File: config.mk
export PLATFORM = sky130hd
export DESIGN_NAME = ps2_game_ctrl
export DESIGN_NICKNAME = d
export VERILOG_FILES = /design/src/rtl/ps2_game_ctrl.sv
export SDC_FILE = /design/constraint.sdc
export NUM_CORES = 1
export LEC_CHECK = 0
export ABC_AREA = 1
export CORE_UTILIZATION = 55
export CTS_BUF_LIST = sky130_fd_sc_hd__clkbuf_16
export CTS_CLUSTER_DIAMETER = 200
export DETAILED_ROUTE_END_ITERATION = 10
export MAX_ROUTING_LAYER = met4
export PLACE_DENSITY = 0.76
export SETUP_SLACK_MARGIN = 0.05
export SLEW_MARGIN = 15
export SYNTH_ARGS = -nofsm -noshare
export SYNTH_HDL_FRONTEND = slang
export SYNTH_SLANG_ARGS = --single-unit
File: constraint.sdc
create_clock -name iCLK -period 3.67 [get_ports iCLK]
set_input_delay 1.101 -clock iCLK [delete_from_list [all_inputs] [get_ports iCLK]]
set_output_delay 1.101 -clock iCLK [all_outputs]
set_load 0.05 [all_outputs]
File: src/rtl/ps2_game_ctrl.sv
`default_nettype none
// ============================================================================
// Module      : ps2_game_ctrl
// Description : PS/2 set-2 scancode decoder that drives game controls
//               (left/right levels, rate-limited fire pulse, pause toggle).
//               Optional feature macro: ARROW_KEYS_EN (arrow keys also steer).
// Revision    : 1.0 - initial release
// ============================================================================
module ps2_game_ctrl #(
    parameter int unsigned FIRE_COOLDOWN = 250000
) (
    input  logic       iCLK,
    input  logic       iRST,
    input  logic [7:0] ps2_key_data,
    input  logic       ps2_key_pressed,
    output logic       move_left,
    output logic       move_right,
    output logic       fire,
    output logic       pause
);

    localparam logic [7:0]  c_code_ext   = 8'hE0;
    localparam logic [7:0]  c_code_brk   = 8'hF0;
    localparam logic [7:0]  c_code_a     = 8'h1C;
    localparam logic [7:0]  c_code_d     = 8'h23;
    localparam logic [7:0]  c_code_space = 8'h29;
    localparam logic [7:0]  c_code_p     = 8'h4D;
`ifdef ARROW_KEYS_EN
    localparam logic [7:0]  c_code_larr  = 8'h6B;
    localparam logic [7:0]  c_code_rarr  = 8'h74;
`endif
    localparam logic [20:0] c_cool_load  = 21'(FIRE_COOLDOWN);

    typedef enum logic [1:0] {
        ST_IDLE    = 2'd0,
        ST_EXT     = 2'd1,
        ST_BRK     = 2'd2,
        ST_EXT_BRK = 2'd3
    } state_t;

    state_t      state_q, state_d;
    logic        a_held_q, a_held_d;
    logic        d_held_q, d_held_d;
    logic        space_held_q, space_held_d;
    logic        p_held_q, p_held_d;
`ifdef ARROW_KEYS_EN
    logic        larr_held_q, larr_held_d;
    logic        rarr_held_q, rarr_held_d;
`endif
    logic [20:0] cooldown_q, cooldown_d;
    logic        move_left_q, move_left_d;
    logic        move_right_q, move_right_d;
    logic        fire_q, fire_d;
    logic        pause_q, pause_d;

    logic        is_ext;
    logic        is_make;
    logic        left_held;
    logic        right_held;

    always_comb begin
        state_d      = state_q;
        a_held_d     = a_held_q;
        d_held_d     = d_held_q;
        space_held_d = space_held_q;
        p_held_d     = p_held_q;
`ifdef ARROW_KEYS_EN
        larr_held_d  = larr_held_q;
        rarr_held_d  = rarr_held_q;
`endif
        fire_d       = 1'b0;
        pause_d      = pause_q;
        cooldown_d   = (cooldown_q != 21'd0) ? (cooldown_q - 21'd1) : 21'd0;
        is_ext       = (state_q == ST_EXT) || (state_q == ST_EXT_BRK);
        is_make      = (state_q == ST_IDLE) || (state_q == ST_EXT);

        if (ps2_key_pressed) begin
            if (ps2_key_data == c_code_ext) begin
                state_d = ST_EXT;
            end else if (ps2_key_data == c_code_brk) begin
                state_d = is_ext ? ST_EXT_BRK : ST_BRK;
            end else begin
                // Any non-prefix byte ends the sequence, mapped or not.
                state_d = ST_IDLE;
                if (!is_ext) begin
                    case (ps2_key_data)
                        c_code_a: a_held_d = is_make;
                        c_code_d: d_held_d = is_make;
                        c_code_space: begin
                            if (is_make && !space_held_q && !pause_q &&
                                (cooldown_q == 21'd0)) begin
                                fire_d = 1'b1;
                            end
                            space_held_d = is_make;
                        end
                        c_code_p: begin
                            if (is_make && !p_held_q) begin
                                pause_d = !pause_q;
                            end
                            p_held_d = is_make;
                        end
                        default: ;
                    endcase
                end
`ifdef ARROW_KEYS_EN
                else begin
                    case (ps2_key_data)
                        c_code_larr: larr_held_d = is_make;
                        c_code_rarr: rarr_held_d = is_make;
                        default: ;
                    endcase
                end
`endif
            end
        end

        if (fire_d) begin
            cooldown_d = c_cool_load;
        end

`ifdef ARROW_KEYS_EN
        left_held  = a_held_d | larr_held_d;
        right_held = d_held_d | rarr_held_d;
`else
        left_held  = a_held_d;
        right_held = d_held_d;
`endif
        // Outputs are computed from next-state values so they register once.
        move_left_d  = left_held & ~right_held & ~pause_d;
        move_right_d = right_held & ~left_held & ~pause_d;
    end

    always_ff @(posedge iCLK or posedge iRST) begin
        if (iRST) begin
            state_q      <= ST_IDLE;
            a_held_q     <= 1'b0;
            d_held_q     <= 1'b0;
            space_held_q <= 1'b0;
            p_held_q     <= 1'b0;
`ifdef ARROW_KEYS_EN
            larr_held_q  <= 1'b0;
            rarr_held_q  <= 1'b0;
`endif
            cooldown_q   <= 21'd0;
            move_left_q  <= 1'b0;
            move_right_q <= 1'b0;
            fire_q       <= 1'b0;
            pause_q      <= 1'b0;
        end else begin
            state_q      <= state_d;
            a_held_q     <= a_held_d;
            d_held_q     <= d_held_d;
            space_held_q <= space_held_d;
            p_held_q     <= p_held_d;
`ifdef ARROW_KEYS_EN
            larr_held_q  <= larr_held_d;
            rarr_held_q  <= rarr_held_d;
`endif
            cooldown_q   <= cooldown_d;
            move_left_q  <= move_left_d;
            move_right_q <= move_right_d;
            fire_q       <= fire_d;
            pause_q      <= pause_d;
        end
    end

    assign move_left  = move_left_q;
    assign move_right = move_right_q;
    assign fire       = fire_q;
    assign pause      = pause_q;

endmodule
`default_nettype wire

==> results of run 1 <==
[metrics by stage]
step / hold WS (ns) / std cells / total power [uW] / worst slack, ns / instance area [um^2]
final: 0.497 / 321 / 782 / 1.11 / 2170
after global routing: 0.508 / 321 / 809 / 1.07 / 2170
after CTS: 0.496 / 321 / 792 / 1.10 / 2170
after detailed placement: 0.485 / 313 / 398 / 1.12 / 2030
after global placement: 0.480 / 313 / 398 / 1.16 / 2030
after floorplan: 0.454 / 255 / 377 / 1.75 / 1840
[cells in the mapped netlist (2+ instances only)]
| library cell | n |
|---|---|
| inv_1 | 40 |
| o21ai_0 | 7 |
| nand2_2 | 2 |
| xor2_1 | 7 |
| inv_2 | 5 |
| nor2_4 | 2 |
| nor3_1 | 3 |
| nand3_1 | 20 |
| dfrtp_1 | 31 |
| nor2_2 | 6 |
| nor2_1 | 44 |
| nand4_1 | 4 |
| nand3_2 | 6 |
| nand2_1 | 67 |
[worst paths after layout]
kind / from / end / slack, ns / cells past startpoint
worst max-delay path: pause / pause / 1.11 / 1
worst min-delay path: space_held_q / space_held_q / 0.50 / 2
max in group asynchronous: iRST / cooldown_q[14] / 2.19 / 3
worst min register to register: space_held_q / space_held_q / 0.50 / 2
worst max register to register: cooldown_q[0] / cooldown_q[1] / 1.90 / 8
min in group asynchronous: iRST / cooldown_q[6] / 1.20 / 3
[layer usage]
| metal | global-route usage [%] | vias up | share of wire (%) |
|---|---|---|---|
| li1 | - | 821 | - |
| met1 | 30.9 | 675 | 49 |
| met2 | 37.6 | 28 | 44 |
| met3 | 5.84 | 9 | 4.2 |
| met4 | 12.0 | 0 | 2.5 |
| met5 | - | - | 0 |
[final cells by class]
| type | count | area [um^2] | area share [%] |
|---|---|---|---|
| flip-flops and latches | 31 | 776 | 35.7 |
| clock inverters | 3 | 15.0 | 0.691 |
| well taps | 44 | 55.1 | 2.53 |
| repair buffers | 15 | 148 | 6.80 |
| inverters | 45 | 169 | 7.78 |
| multi-input cells | 178 | 885 | 40.7 |
| clock buffers | 5 | 125 | 5.76 |
[registers in the layout, summed over array words and instances (netlist names)]
| register | cells |
|---|---|
| cooldown_q | 21 |
| state_q | 2 |
| a_held_q | 1 |
| d_held_q | 1 |
| fire | 1 |
| move_left | 1 |
| move_right | 1 |
| p_held_q | 1 |
| pause | 1 |
| space_held_q | 1 |
[where the power goes]
part | switching, uW | total [uW] | leakage (uW) | internal, uW
combinational | 26.3 | 43.9 | 0.000674 | 17.6
clock | 143 | 390 | 0.0000733 | 247
sequential | 2.14 | 348 | 0.000360 | 346
[cells by family after synthesis]
| group | share of synthesized area [%] |
|---|---|
| buffers and inverters | 9.79 |
| AOI/OAI and AO/OA | 3.06 |
| and+or+nand+nor | 40.5 |
| xor gates and xnor gates | 3.81 |
| DFF | 42.1 |
| adders and majority gates | 0.680 |
==> key figures, run 1 <==
Route
  – First-pass iteration count of the detailed router: 4
  – DRT Wirelength: 3.61 mm
  – Total number of vias: 1533
  – DR iter-0 viols: 56
  – Drt wl/cell: 11.2 um
  – Post-route ant nets: 0
  – Vias per cell: 4.78
  – Drc violations: 0

Critical path
  – Max incr delay on CP: 0.81 ns
  – Largest fanout on the critical path: 3
  – Startpoint Class: flip-flop
  – Critical setup path kind: flip-flop to output port
  – Slowest CP cell: clkdlybuf4s50_1
  – Delay-heaviest family, CP: buffers and inverters
  – Critical Path RT: 2.57 ns
  – Crit end category: output port
  – CP bufs+invs: 1
  – Critical Path AT: 1.46 ns
  – Worst-path cell chain: clkdlybuf4s50_1

Floorplan
  – Initial Util: 59.3%
  – Die Width: 59.9 um
  – Site Rows: 20
  – DIE AREA: 0.00358 mm^2
  – DIE HEIGHT: 59.9 um
  – Core ar.: 0.00310 mm^2
  – IO Count: 15

Final layout
  – Share of cells above drive strength 1: 12.6%
  – Fillers: 271
  – Diode count: 0
  – Most common cell after layout, fill and taps aside: nand2_1
  – Area growth, synth to finish: 18.0%
  – Commonest cells after routing, fill and taps aside: nand2_1 (67), nor2_1 (44), inv_1 (40), dfrtp_1 (31), nand3_1 (20)
  – Core Util, Final: 70.0%
  – Fin nets: 288

STA
  – Fin crit share: 69.8%
  – Final min period: 2.56 ns
  – TNS Setup: 0 ns
  – RSZ-0062 raised after global routing: no
  – Clk_skew: 0.00280 ns
  – Final Hold Viols: 0
  – Worst Tran Pin Value: 0.504 ns
  – Worst slew margin: 66.3%
  – Final Max Slew Viols: 0
  – Final setup viols: 0
  – Fmax: 390 MHz

GRT
  – Number of global-route vias before repair: 1440
  – Initial antenna violation count: 0
  – GRT Total Usage: 24.8%
  – Grt ovf: 0
  – Pin count of the biggest net entering global routing: 32
  – First-pass GRT wire length: 6.16 mm

Synthesis
  – Leading area contributor after synthesis: dfrtp_1
  – Ys Warns: 0
  – Sequential fraction of the synthesis area: 42.1%
  – Cells after synthesis: 255
  – Synth area leaders: dfrtp_1 (42%), nand2_1 (14%), nor2_1 (9.0%)
  – Post-synthesis average cell area: 7.22 um^2
  – Post-synth EDFFs: 0
  – Yosys cell types: 25
  – Top-area cell type share of the netlist area: 42.1%
  – Top FF cell, synth: dfrtp_1
  – FFs w/ async S/R, synth: 100%
  – Syn nets: 267
  – Synth Register Bits: 31
  – Synthesized area: 0.00184 mm^2

Place
  – Dpl hpwl: 2.70 mm
  – GPL Wtd Cong: 0.837
  – Port Buffer Count: 14

Flow run
  – Max-Cap Viols: 0

Power
  – Power Density: 360 mW/mm^2
  – Leakage power: 0.00111 uW
  – VDD IR max: 0.389 mV

Clocking
  – Clock latency on the worst-skew pair: 0.28 ns
  – H-tree levels: 2
  – Clock tree buffer depth: 2
  – Cts bufs inserted: 5
  – Clk root buf: clkbuf_16
  – Post-CTS Hold Buffers: 0
  – CTS tree: done
  – CTS sink count: 31
  – CTS resizes: 0
  – Clock-pin slew on the worst setup and hold paths: 0.05 ns
  – Post-CTS Setup Repair Bufs: 0

Hold path
  – Min-Delay Path Class: flip-flop to flip-flop

Run status
  – Run status: finished, final reports clean
(Power assumes the default switching activity.)
==> run 2, diff against run 1 <==
- clock period: 3.67 -> 2.7 ns (I/O delays scaled with it)
==> run 2 against run 1 <==
Effect of this change: clock skew grew 0.0027 ns; total power grew 48%; final cell count is the same; hold slack gained 0.0072 ns; utilization grew 0.77 points; critical endpoint unchanged; largest power group unchanged.
==> key figures, run 2 (synthesis gave the netlist of run 1 again) <==
Critical path
  – Critical Path AT: 1.46 ns (about the same)
  – Max incr delay on CP: 0.81 ns (about the same)
  – Slowest CP cell: clkdlybuf4s50_1
  – Crit end category: output port
  – Startpoint Class: flip-flop
  – R2R Path End: cooldown_q[1]
  – CP bufs+invs: 1 (unchanged)
  – Critical setup path kind: flip-flop to output port
  – Critical Path RT: 1.89 ns (-0.68 ns)
  – Worst r2r src: cooldown_q[0]
  – Reg2Reg Depth: 8 (unchanged)
  – Delay-heaviest family, CP: buffers and inverters
  – Largest fanout on the critical path: 3 (unchanged)
  – Worst-path cell chain: clkdlybuf4s50_1
  – Reg2Reg Setup Slack: 0.91 ns (-0.99 ns)

Floorplan
  – DIE HEIGHT: 59.9 um (unchanged)
  – Initial Util: 59.3% (unchanged)
  – DIE AREA: 0.00358 mm^2 (unchanged)
  – Site Rows: 20 (unchanged)
  – IO Count: 15 (unchanged)
  – Core ar.: 0.00310 mm^2 (unchanged)
  – Die Width: 59.9 um (unchanged)

Route
  – First-pass iteration count of the detailed router: 5 (+1)
  – Drc violations: 0 (unchanged)
  – DR iter-0 viols: 66 (+18%)
  – DRT Wirelength: 3.72 mm (+3.1%)
  – Total number of vias: 1582 (+3.2%)
  – Drt wl/cell: 11.6 um (+3.1%)
  – Post-route ant nets: 0 (unchanged)
  – Vias per cell: 4.93 (+3.2%)

Final layout
  – Post-route cell area: 0.00220 mm^2 (+1.1%)
  – Diode count: 0 (unchanged)
  – Fin nets: 288 (unchanged)
  – Most common cell after layout, fill and taps aside: nand2_1
  – Commonest cells after routing, fill and taps aside: nand2_1 (67), nor2_1 (44), inv_1 (40), dfrtp_1 (31), nand3_1 (20)
  – Largest registers: cooldown_q: 21 flops, state_q: 2 flops
  – Area of the multi-input gates: 885 um^2 (unchanged)
  – Register area: 776 um^2 (unchanged)
  – Share of cells above drive strength 1: 12.3% (-0.36 points)
  – Max FFs per register: 21 (unchanged)
  – Area growth, synth to finish: 19.3%
  – Fillers: 268 (-1.1%)
  – Core Util, Final: 70.8% (+0.77 points)
  – Largest Register: cooldown_q

Hold path
  – HP Start: space_held_q
  – Sink of the worst hold path: space_held_q
  – Min-Delay Path Class: flip-flop to flip-flop
  – Hold path cells: 2 (unchanged)

STA
  – Fmax: 441 MHz
  – TNS Setup: 0 ns (unchanged)
  – Clk_skew: 0.00548 ns (+0.00268 ns)
  – RSZ-0062 raised after global routing: no
  – Final min period: 2.27 ns
  – Final Hold Viols: 0 (unchanged)
  – Final setup viols: 0 (unchanged)
  – Final Max Slew Viols: 0 (unchanged)
  – Worst Hold Slack: 0.504 ns (+0.00719 ns)
  – Worst Tran Pin Value: 0.501 ns (-0.00279 ns)
  – Worst slew margin: 66.5% (+0.19 points)
  – Fin crit share: 84.0%

Clocking
  – Clock-pin slew on the worst setup and hold paths: 0.05 ns (about the same)
  – Post-CTS Hold Buffers: 0 (unchanged)
  – CTS tree: done
  – CTS resizes: 0 (unchanged)
  – Clk root buf: clkbuf_16
  – H-tree levels: 2 (unchanged)
  – CTS sink count: 31 (unchanged)
  – Clock tree buffer depth: 2 (unchanged)
  – Cts bufs inserted: 5 (unchanged)
  – Post-CTS Setup Repair Bufs: 0 (unchanged)
  – Clock latency on the worst-skew pair: 0.28 ns (about the same)

GRT
  – Pin count of the biggest net entering global routing: 32 (unchanged)
  – Initial antenna violation count: 0 (unchanged)
  – GRT Total Usage: 25.2% (+0.40 points)
  – Number of global-route vias before repair: 1452 (+0.83%)
  – Grt ovf: 0 (unchanged)
  – First-pass GRT wire length: 6.37 mm (+3.4%)

Run status
  – Run status: finished, final reports clean

Place
  – Placed Area: 0.00203 mm^2 (unchanged)
  – GPL Wtd Cong: 0.837 (unchanged)
  – Dpl hpwl: 2.75 mm (+2.1%)
  – Port Buffer Count: 14 (unchanged)

Power
  – Combinational fraction of design power: 5.3% (-0.3 points)
  – Sw frac: 20.0% (-1.9 points)
  – Leakage power: 0.00111 uW (+0.71%)
  – Clock power share: 53.7% (+3.9 points)
  – Power Density: 526 mW/mm^2 (+46%)
  – VDD IR max: 0.544 mV (+40%)
  – Final Power: 1160 uW (+48%)
  – Flop pwr share: 41.0% (-3.5 points)
  – Internal power: 924 uW (+51%)
  – NetSw: 232 uW (+35%)

Flow run
  – Max-Cap Viols: 0 (unchanged)
==> run 2: cell count changes in the layout (fill, tap and decap cells not counted) <==
cell / previous run / this run
clkinv_2: 3 / 1
bufinv_16: 0 / 1
clkinv_1: 0 / 1
==> run 2: how the worst max path moves through the flow <==
| stage | from | slack [ns] | depth (start not counted) | to |
|---|---|---|---|---|
| after floorplan | ps2_key_data[2] | 1.07 | 8 | cooldown_q[14] |
| after global placement | ps2_key_data[2] | 0.48 | 9 | cooldown_q[12] |
| after detailed placement | ps2_key_data[2] | 0.44 | 9 | cooldown_q[4] |
| after CTS | pause | 0.43 | 1 | pause |
| after global routing | pause | 0.39 | 1 | pause |
| final | pause | 0.43 | 1 | pause |
==> run 2: power by group through the flow <==
stage          sequential [uW]  combinational (uW)  clock (uW)
3_3_place_gp               481                59.8           0
3_5_place_dp               481                60.1           0
4_1_cts                    473                61.4         626
2_1_floorplan              484                28.4           0
6_report                   474                60.7         621
5_1_grt                    473                69.3         651
==> run 2: stage by stage <==
step	std cells	setup slack (ns)
after floorplan	255	1.07
after global placement	313	0.482
after detailed placement	313	0.438
after CTS	321	0.431
after global routing	321	0.388
final	321	0.432
==> run 2: metal layers <==
layer  up-vias  global-route usage [%]  part of all wire [%]
li1        828                       -                     -
met5         -                       -                     0
met1       708                    33.3                    49
met2        37                    37.3                    44
met3         9                    5.84                   4.8
met4         0                    9.63                   1.7
==> run 2: area by class of cell <==
cell class              instances  area share (%)
well taps                      44            2.51
multi-input cells             178            40.3
repair buffers                 15            6.72
clock buffers                   5            5.70
flip-flops and latches         31            35.3
inverters                      45            7.69
clock inverters                 3            1.77
